File: config.mk
export PLATFORM = sky130hd
export DESIGN_NAME = fb_write_scheduler
export DESIGN_NICKNAME = d
export VERILOG_FILES = /design/src/rtl/fb_write_scheduler.sv
export SDC_FILE = /design/constraint.sdc
export NUM_CORES = 1
export LEC_CHECK = 0
export CORE_UTILIZATION = 30
export CTS_CLUSTER_DIAMETER = 200
export DETAILED_ROUTE_END_ITERATION = 12
export HOLD_SLACK_MARGIN = 0.02
export PLACE_DENSITY = 0.56
export SYNTH_ARGS = -nofsm -noshare
export SYNTH_HDL_FRONTEND = slang
export SYNTH_SLANG_ARGS = --single-unit
File: constraint.sdc
create_clock -name clk -period 13.3 [get_ports clk]
set_input_delay 3.99 -clock clk [delete_from_list [all_inputs] [get_ports clk]]
set_output_delay 3.99 -clock clk [all_outputs]
set_load 0.01 [all_outputs]
File: src/rtl/fb_write_scheduler.sv
// Framebuffer write scheduler: round-robin pixel arbitration with off-screen drop,
// full-screen clear sequencing, and a single registered write request slot.
module fb_write_scheduler #(
  parameter  int SCREEN_WIDTH  = 640,
  parameter  int SCREEN_HEIGHT = 480,
  parameter  int COLOR_WIDTH   = 32,
  parameter  int N_PORTS       = 2,
  localparam int ADDR_W        = $clog2(SCREEN_WIDTH * SCREEN_HEIGHT)
) (
  input  logic                           clk,
  input  logic                           rst,
  input  logic [N_PORTS-1:0]             i_px_valid,
  output logic [N_PORTS-1:0]             o_px_ready,
  input  logic [N_PORTS*10-1:0]          i_px_x,
  input  logic [N_PORTS*10-1:0]          i_px_y,
  input  logic [N_PORTS*COLOR_WIDTH-1:0] i_px_color,
  input  logic                           i_clear_start,
  input  logic [COLOR_WIDTH-1:0]         i_clear_color,
  output logic                           o_mem_req,
  output logic [ADDR_W-1:0]              o_mem_addr,
  output logic [COLOR_WIDTH-1:0]         o_mem_wdata,
  input  logic                           i_mem_ack,
  output logic                           o_busy,
  output logic                           o_clear_done,
  output logic [15:0]                    o_drop_count
);

  localparam int PTR_W = (N_PORTS > 1) ? $clog2(N_PORTS) : 1;
  localparam int NPIX  = SCREEN_WIDTH * SCREEN_HEIGHT;
  localparam logic [ADDR_W-1:0] LAST_ADDR = ADDR_W'(NPIX - 1);

  typedef enum logic [1:0] {S_IDLE, S_CLEAR, S_DRAIN} state_t;

  state_t                 state_q, state_d;
  logic [PTR_W-1:0]       ptr_q, ptr_d;
  logic [ADDR_W-1:0]      cnt_q, cnt_d;
  logic [COLOR_WIDTH-1:0] clr_color_q, clr_color_d;
  logic                   req_q, req_d;
  logic [ADDR_W-1:0]      addr_q, addr_d;
  logic [COLOR_WIDTH-1:0] data_q, data_d;
  logic [15:0]            drop_q, drop_d;
  logic                   done_q, done_d;

  logic                   grant_vld;
  logic [PTR_W-1:0]       grant_idx;
  logic [PTR_W-1:0]       cand;
  logic [9:0]             sel_x, sel_y;
  logic [COLOR_WIDTH-1:0] sel_color;
  logic [31:0]            lin_full;
  logic                   off_screen, slot_free, px_ok, xfer;

  // Search starts one past the last granted port, so port 0 wins first after reset.
  always_comb begin
    grant_vld = 1'b0;
    grant_idx = ptr_q;
    cand      = '0;
    for (int i = 1; i <= N_PORTS; i++) begin
      cand = PTR_W'((int'(ptr_q) + i) % N_PORTS);
      if (!grant_vld && i_px_valid[cand]) begin
        grant_vld = 1'b1;
        grant_idx = cand;
      end
    end
  end

  assign sel_x      = i_px_x[grant_idx*10 +: 10];
  assign sel_y      = i_px_y[grant_idx*10 +: 10];
  assign sel_color  = i_px_color[grant_idx*COLOR_WIDTH +: COLOR_WIDTH];
  assign lin_full   = 32'(int'(sel_y) * SCREEN_WIDTH + int'(sel_x));
  assign off_screen = (int'(sel_x) >= SCREEN_WIDTH) || (int'(sel_y) >= SCREEN_HEIGHT);
  assign slot_free  = !req_q || i_mem_ack;

  // Off-screen pixels never occupy the slot, so they are taken even while it is full.
  assign px_ok = !rst && (state_q == S_IDLE) && !i_clear_start && grant_vld;
  assign xfer  = px_ok && (slot_free || off_screen);

  always_comb begin
    o_px_ready = '0;
    if (xfer) o_px_ready[grant_idx] = 1'b1;
  end

  // NOTE: every _d signal is given its hold value first, so no branch can leave one unassigned and infer a latch.
  always_comb begin
    state_d     = state_q;
    ptr_d       = ptr_q;
    cnt_d       = cnt_q;
    clr_color_d = clr_color_q;
    req_d       = req_q && !i_mem_ack;
    addr_d      = addr_q;
    data_d      = data_q;
    drop_d      = drop_q;
    done_d      = 1'b0;

    if (xfer) begin
      ptr_d = grant_idx;
      if (off_screen) begin
        if (drop_q != 16'hFFFF) drop_d = drop_q + 16'd1;
      end else begin
        req_d  = 1'b1;
        addr_d = lin_full[ADDR_W-1:0];
        data_d = sel_color;
      end
    end

    case (state_q)
      S_IDLE: begin
        if (i_clear_start) begin
          state_d     = S_CLEAR;
          cnt_d       = '0;
          clr_color_d = i_clear_color;
        end
      end
      S_CLEAR: begin
        if (slot_free) begin
          req_d  = 1'b1;
          addr_d = cnt_q;
          data_d = clr_color_q;
          cnt_d  = cnt_q + ADDR_W'(1);
          if (cnt_q == LAST_ADDR) state_d = S_DRAIN;
        end
      end
      S_DRAIN: begin
        if (req_q && i_mem_ack) begin
          state_d = S_IDLE;
          done_d  = 1'b1;
        end
      end
      default: state_d = S_IDLE;
    endcase
  end

  // NOTE: sequential state uses non-blocking assignments only, so every register samples pre-edge values.
  always_ff @(posedge clk or posedge rst) begin
    if (rst) begin
      state_q     <= S_IDLE;
      ptr_q       <= PTR_W'(N_PORTS - 1);
      cnt_q       <= '0;
      clr_color_q <= '0;
      req_q       <= 1'b0;
      addr_q      <= '0;
      data_q      <= '0;
      drop_q      <= '0;
      done_q      <= 1'b0;
    end else begin
      state_q     <= state_d;
      ptr_q       <= ptr_d;
      cnt_q       <= cnt_d;
      clr_color_q <= clr_color_d;
      req_q       <= req_d;
      addr_q      <= addr_d;
      data_q      <= data_d;
      drop_q      <= drop_d;
      done_q      <= done_d;
    end
  end

  assign o_mem_req    = req_q;
  assign o_mem_addr   = addr_q;
  assign o_mem_wdata  = data_q;
  assign o_busy       = (state_q != S_IDLE) || req_q;
  assign o_clear_done = done_q;
  assign o_drop_count = drop_q;

endmodule
## Yosys cells after proc, flatten, opt, wreduce, memory -nomap -nowiden

Cells that the tools add are included.

- Flip-flop bits (word level): 123
- Output and inout port bits: 72
- Word-level logic and storage cells: 90

- Add/sub/neg operators: 5
- Multiply operators: 2
- $lt $le $gt $ge: 6
- Equality and inequality tests: 8
- Shifts and indexed selects: 3
- Muxes and demuxes: 33
- Reduce and logical (&&, ||, !) cells: 24

Operators with widths:

| operator | count |
|---|---|
| 2-to-1 mux 32 bit | 4 |
| 2-to-1 mux 19 bit | 6 |
| indexed part select 64 x 7 -> 32 bit | 1 |
| indexed part select 20 x 6 -> 10 bit | 2 |
| one-hot mux 19 bit (2 select lines) | 1 |
| adder 19 x 1 -> 19 bit (second input constant) | 1 |
| adder 19 x 10 -> 19 bit | 1 |
| == test 19 bit (second input constant) | 1 |
| adder 16 x 1 -> 16 bit (second input constant) | 1 |
| inequality test 16 bit (second input constant) | 1 |
| 2-to-1 mux 1 bit | 15 |
| multiplier 10 x 3 -> 12 bit (second input constant) | 1 |
| >= comparator 10 bit (second input constant) | 1 |
| >= comparator 10 x 9 -> 1 bit (second input constant) | 1 |
| 2-to-1 mux 2 bit | 5 |
| logical AND 1 bit | 8 |
| inequality test 2 bit (second input constant) | 4 |
| < comparator 1 x 2 -> 1 bit (second input constant) | 3 |
| one-hot mux 2 bit (3 select lines) | 1 |
| AND reduction 3 bit | 2 |
| zero test 1 bit | 5 |
| logical OR 1 bit | 4 |
| multiplier 1 x 3 -> 4 bit (second input constant) | 1 |
| AND reduction 4 bit | 1 |
| other kinds (8) | 10 |

## Logic depth before layout (Yosys ltp)

- Word-level depth: 16
- Gate-level depth with buffers: 15
- Depth with buffers taken out: 12

## Least setup slack after synthesis

No wires, ideal clock.

- Path type: in2out
- From: input i_px_valid[1]
- To: output o_px_ready[1]
- Data arrival time: 5,270 ps
- Data required time: 9,310 ps
- Path slack: 4,040 ps
- Stages on the path: 7
- Buffers on the path: 2
- Cells stage by stage: or2_1 > buf_4 > nand2_2 > mux2_4 > buf_2 > o21ai_0 > nor2_1

- Longest elaborated chain between the ends: 13
- Elaborated cells on any way between the ends: 25
- Those cells by class: mul: 1; order compare: 4; shift: 2; mux: 11; reduce/logical: 7

RTL lines:

| item | RTL line | RTL |
|---|---|---|
| start, declared | 12 | `input logic [N_PORTS-1:0] i_px_valid,` |
| 2-to-1 mux 1 bit (implied by the code) (2 in a row) | 59 | `if (!grant_vld && i_px_valid[cand]) begin` |
| 2-to-1 mux 1 bit | 59 |  |
| zero test 1 bit | 59 |  |
| logical AND 1 bit | 59 |  |
| 2-to-1 mux 1 bit | 59 |  |
| multiplier 1 x 3 -> 4 bit | 66, 67 |  |
| indexed part select 20 x 6 -> 10 bit (on tied branches) | 66, 67 |  |
| >= comparator 10 bit / >= comparator 10 x 9 -> 1 bit (equally long branches) | 70 | `assign off_screen = (int'(sel_x) >= SCREEN_WIDTH) \|\| (int'(sel_y) >= SCREEN_HEIGHT);` |
| logical OR 1 bit | 70 |  |
| logical OR 1 bit | 75 | `assign xfer = px_ok && (slot_free \|\| off_screen);` |
| logical AND 1 bit | 75 |  |
| 2-to-1 mux 2 bit (*) | 79 | `if (xfer) o_px_ready[grant_idx] = 1'b1;` |
| end, declared | 13 | `output logic [N_PORTS-1:0] o_px_ready,` |

Mark *: on every way between the ends. The rest lies on a longest branch, timed or not. The select of a mux whose other input is x is not followed.

## Final worst setup path

Ends and elaborated chain as after synthesis.

==> results.sh <==
export IMPL_hold_start="clr_color_q[30]"
export IMPL_hold_viol=0
export IMPL_outcome="completed"
export IMPL_drc_errors=0
export IMPL_vias_per_cell=4.96
export IMPL_setup_tns_ns=0
export IMPL_yosys_warnings=0
export IMPL_critPathBufInv=2
export IMPL_synth_edf_count=0
export IMPL_portBuffers=213
export IMPL_cp_start_kind="primary input"
export IMPL_num_nets_final=1085
export IMPL_maxCapViolCount=0
export IMPL_crit_fanout=53
export IMPL_critPathCaptureType="output port"
export IMPL_cp_slowest_cell="mux2_4"
export IMPL_num_antenna_cells=0
export IMPL_clock_path_buffers=2
export IMPL_period_share_pct=78.5
export IMPL_min_path_type="reg -> reg"
export IMPL_num_io_pins=214
export IMPL_p_per_area_nw_per_um2=107
export IMPL_gp_congestion=0.822
export IMPL_tightest_slew_ns=1.06
export IMPL_rsz0062_at_grt="false"
export IMPL_fillers=2243
export IMPL_synth_nets=893
export IMPL_area_delta_synth_final_pct=42.0
export IMPL_grtUsageTotal_pct=17.5
export IMPL_hold_end="o_mem_wdata[30]"
export IMPL_worstReg2RegStart="ptr_q"
export IMPL_die_h_um=155
export IMPL_grt_max_degree=85
export IMPL_layout_commonest_cell="clkdlybuf4s50_1"
export IMPL_cts_made_buffers=17
export IMPL_grt_ovfl_total=0
export IMPL_clk_latency_ns=0.42
export IMPL_wl_per_cell_um=16.5
export IMPL_cts_root_buf="clkbuf_16"
export IMPL_dp_hpwl_mm=14.5
export IMPL_max_stage_delay_ns=0.56
export IMPL_wl_mm=20.6
export IMPL_start_util_pct=30.9
export IMPL_regArea_um2=3080
export IMPL_yosysUniqueCellTypes=62
export IMPL_fin_skew_ns=0.00956
export IMPL_required_ns=9.31
export IMPL_final_cell_mix="213 x clkdlybuf4s50_1, 122 x dfrtp_1, 82 x nand2_1"
export IMPL_p_leak_nw=4.29
export IMPL_worstSetupPathType="in -> out"
export IMPL_synth_seq_cells=123
export IMPL_ctsResizeCount=0
export IMPL_crit_path_frequent_cell="clkdlybuf4s50_1"
export IMPL_whs_path_depth=2
export IMPL_critPathTopFamily="buffers and inverters"
export IMPL_placed_cells=1219
export IMPL_synth_avg_cell_area_um2=9.62
export IMPL_clk_pin_slew_ns=0.06
export IMPL_htree_levels=4
export IMPL_tritoncts="done"
export IMPL_ys_async_sr_fraction_pct=100
export IMPL_fmax_ghz=0.0958
export IMPL_arrival_ns=6.45
export IMPL_design_core_area_um2=22800
export IMPL_grt_pass1_wl_mm=32.9
export IMPL_multi_input_area_um2=3750
export IMPL_drive_gt1_share_pct=9.38
export IMPL_cts_hold_buf=0
export IMPL_finalSetupViolations=0
export IMPL_clock_sinks=123
export IMPL_grt_pass1_vias=6102
export IMPL_cts_setup_buffers=0
export IMPL_seq_area_frac_synth_pct=43.7
export IMPL_syn_inst=733
export IMPL_drt_antenna_violating_nets=0
export IMPL_r2r_end="o_mem_addr[17]"
export IMPL_antenna_found_initial=0
export IMPL_drt_iter0_markers=280
export IMPL_slew_headroom_pct=29.2
export IMPL_report_final_slew_viol_count=0
export IMPL_vias=6201
export IMPL_reg2reg_slack_ns=8.95
export IMPL_r2r_cells=12
export IMPL_die_area_um2=24100
export IMPL_final_cells=1251
export IMPL_period_minus_slack_ns=10.44
export IMPL_irDropWorstVdd_mv=0.0774
export IMPL_drtPass1Iterations=4
export IMPL_synth_ff_type="dfrtp_1"
export IMPL_syn_area_um2=7050
export IMPL_placementRows=55
export IMPL_worstPathCellList="clkdlybuf4s50_1, or2_1, nand2_2, mux2_4, o21ai_0, nor2_1, clkdlybuf4s50_1"
export IMPL_die_width_um=155
[metrics by stage]
step	hold slack [ns]	power (mW)	setup slack (ns)	instance area (um2)	utilization, %
after global placement	0.459	0.612	2.83	9430	41.3
after floorplan	0.446	0.518	4.04	7050	-
after CTS	0.477	1.08	2.79	10000	43.8
final	0.471	1.07	2.86	10000	43.8
after detailed placement	0.462	0.612	2.80	9430	41.3
after global routing	0.506	1.12	2.66	10000	43.8
[layout make-up]
type	count	area share [%]
Clock buffer	18	4.29
Clock inverter	14	1.60
Inverter	8	0.325
Multi-Input combinational cell	557	37.5
Sequential cell	123	30.7
Tap cell	313	3.91
Timing Repair Buffer	218	21.7
[worst max path at each step]
stage          cells past startpoint       endpoint           from
3_3_place_gp                       7  o_px_ready[1]  i_px_valid[1]
4_1_cts                            7  o_px_ready[1]  i_px_valid[1]
2_1_floorplan                      7  o_px_ready[1]  i_px_valid[1]
5_1_grt                            7  o_px_ready[1]  i_px_valid[1]
6_report                           7  o_px_ready[1]  i_px_valid[1]
3_5_place_dp                       7  o_px_ready[1]  i_px_valid[1]
[flip-flops by register name (all words and copies together), names as in the netlist]
signal / cells
o_mem_req: 1
o_mem_addr: 19
o_mem_wdata: 32
cnt_q: 19
ptr_q: 1
o_drop_count: 16
state_q: 2
clr_color_q: 32
o_clear_done: 1
[power by group]
part           switching [mW]  internal (mW)
Sequential             0.0140          0.389
Clock                   0.186          0.280
Combinational           0.102          0.100
Total                   0.301          0.769
[per-layer routing]
layer	wire [um]	track usage, %	vias to the layer above
met5	0	0	-
met4	197	4.72	0
met3	1080	4.32	16
met2	9710	27.6	158
met1	9620	23.8	2996
li1	-	-	3031
[cells in the mapped netlist (2+ instances only)]
master | count | share of area (%)
xnor2_1 | 23 | 2.9
ha_1 | 17 | 3.0
a211oi_1 | 4 | 0.43
nor2_1 | 37 | 2.0
dfrtp_1 | 122 | 43
buf_2 | 12 | 0.85
nand4_1 | 14 | 1.2
a2111oi_0 | 2 | 0.25
a2bb2oi_1 | 5 | 0.62
and3b_1 | 2 | 0.25
and4_1 | 7 | 0.87
o21ai_0 | 59 | 4.2
nand2b_1 | 3 | 0.27
nand4b_1 | 2 | 0.25
and2_1 | 6 | 0.53
buf_4 | 3 | 0.32
and3_1 | 10 | 0.89
or3_1 | 6 | 0.53
clkbuf_1 | 28 | 1.5
or2_2 | 2 | 0.18
or2_1 | 2 | 0.18
mux2_2 | 39 | 6.2
a31oi_1 | 6 | 0.53
nand3_1 | 18 | 1.3
mux2i_1 | 48 | 6.8
xor2_1 | 25 | 3.1
a21o_1 | 5 | 0.53
nand2_1 | 83 | 4.4
nand3b_1 | 4 | 0.43
o21bai_1 | 2 | 0.21
nor4_1 | 3 | 0.27
inv_1 | 8 | 0.43
a21oi_1 | 46 | 3.3
o221ai_1 | 2 | 0.25
nor3_1 | 42 | 3.0
o211ai_1 | 5 | 0.53
nor3b_1 | 5 | 0.53
nor2b_1 | 2 | 0.18
[kinds of logic after synthesis]
kind of cell               Yosys count  synth area share, %
and+or+nand+nor                    256                 18.3
AOI/OAI and AO/OA                  147                 12.2
DFF                                123                 43.7
muxes                               88                 13.3
buffers and inverters               53                 3.30
xor gates and xnor gates            48                 5.96
adders and majority gates           18                 3.30
[worst reg2reg max path, delay by kind of cell, from the launching register on]
family / cells / cell delay (ns)
compound gates: 3 / 1.13
mux: 2 / 0.77
xor+xnor: 2 / 0.47
flops: 1 / 0.56
fa+ha+maj: 1 / 0.30
simple gates: 3 / 0.43
buf+inv: 1 / 0.58
Power figures use the tool's default switching activity.
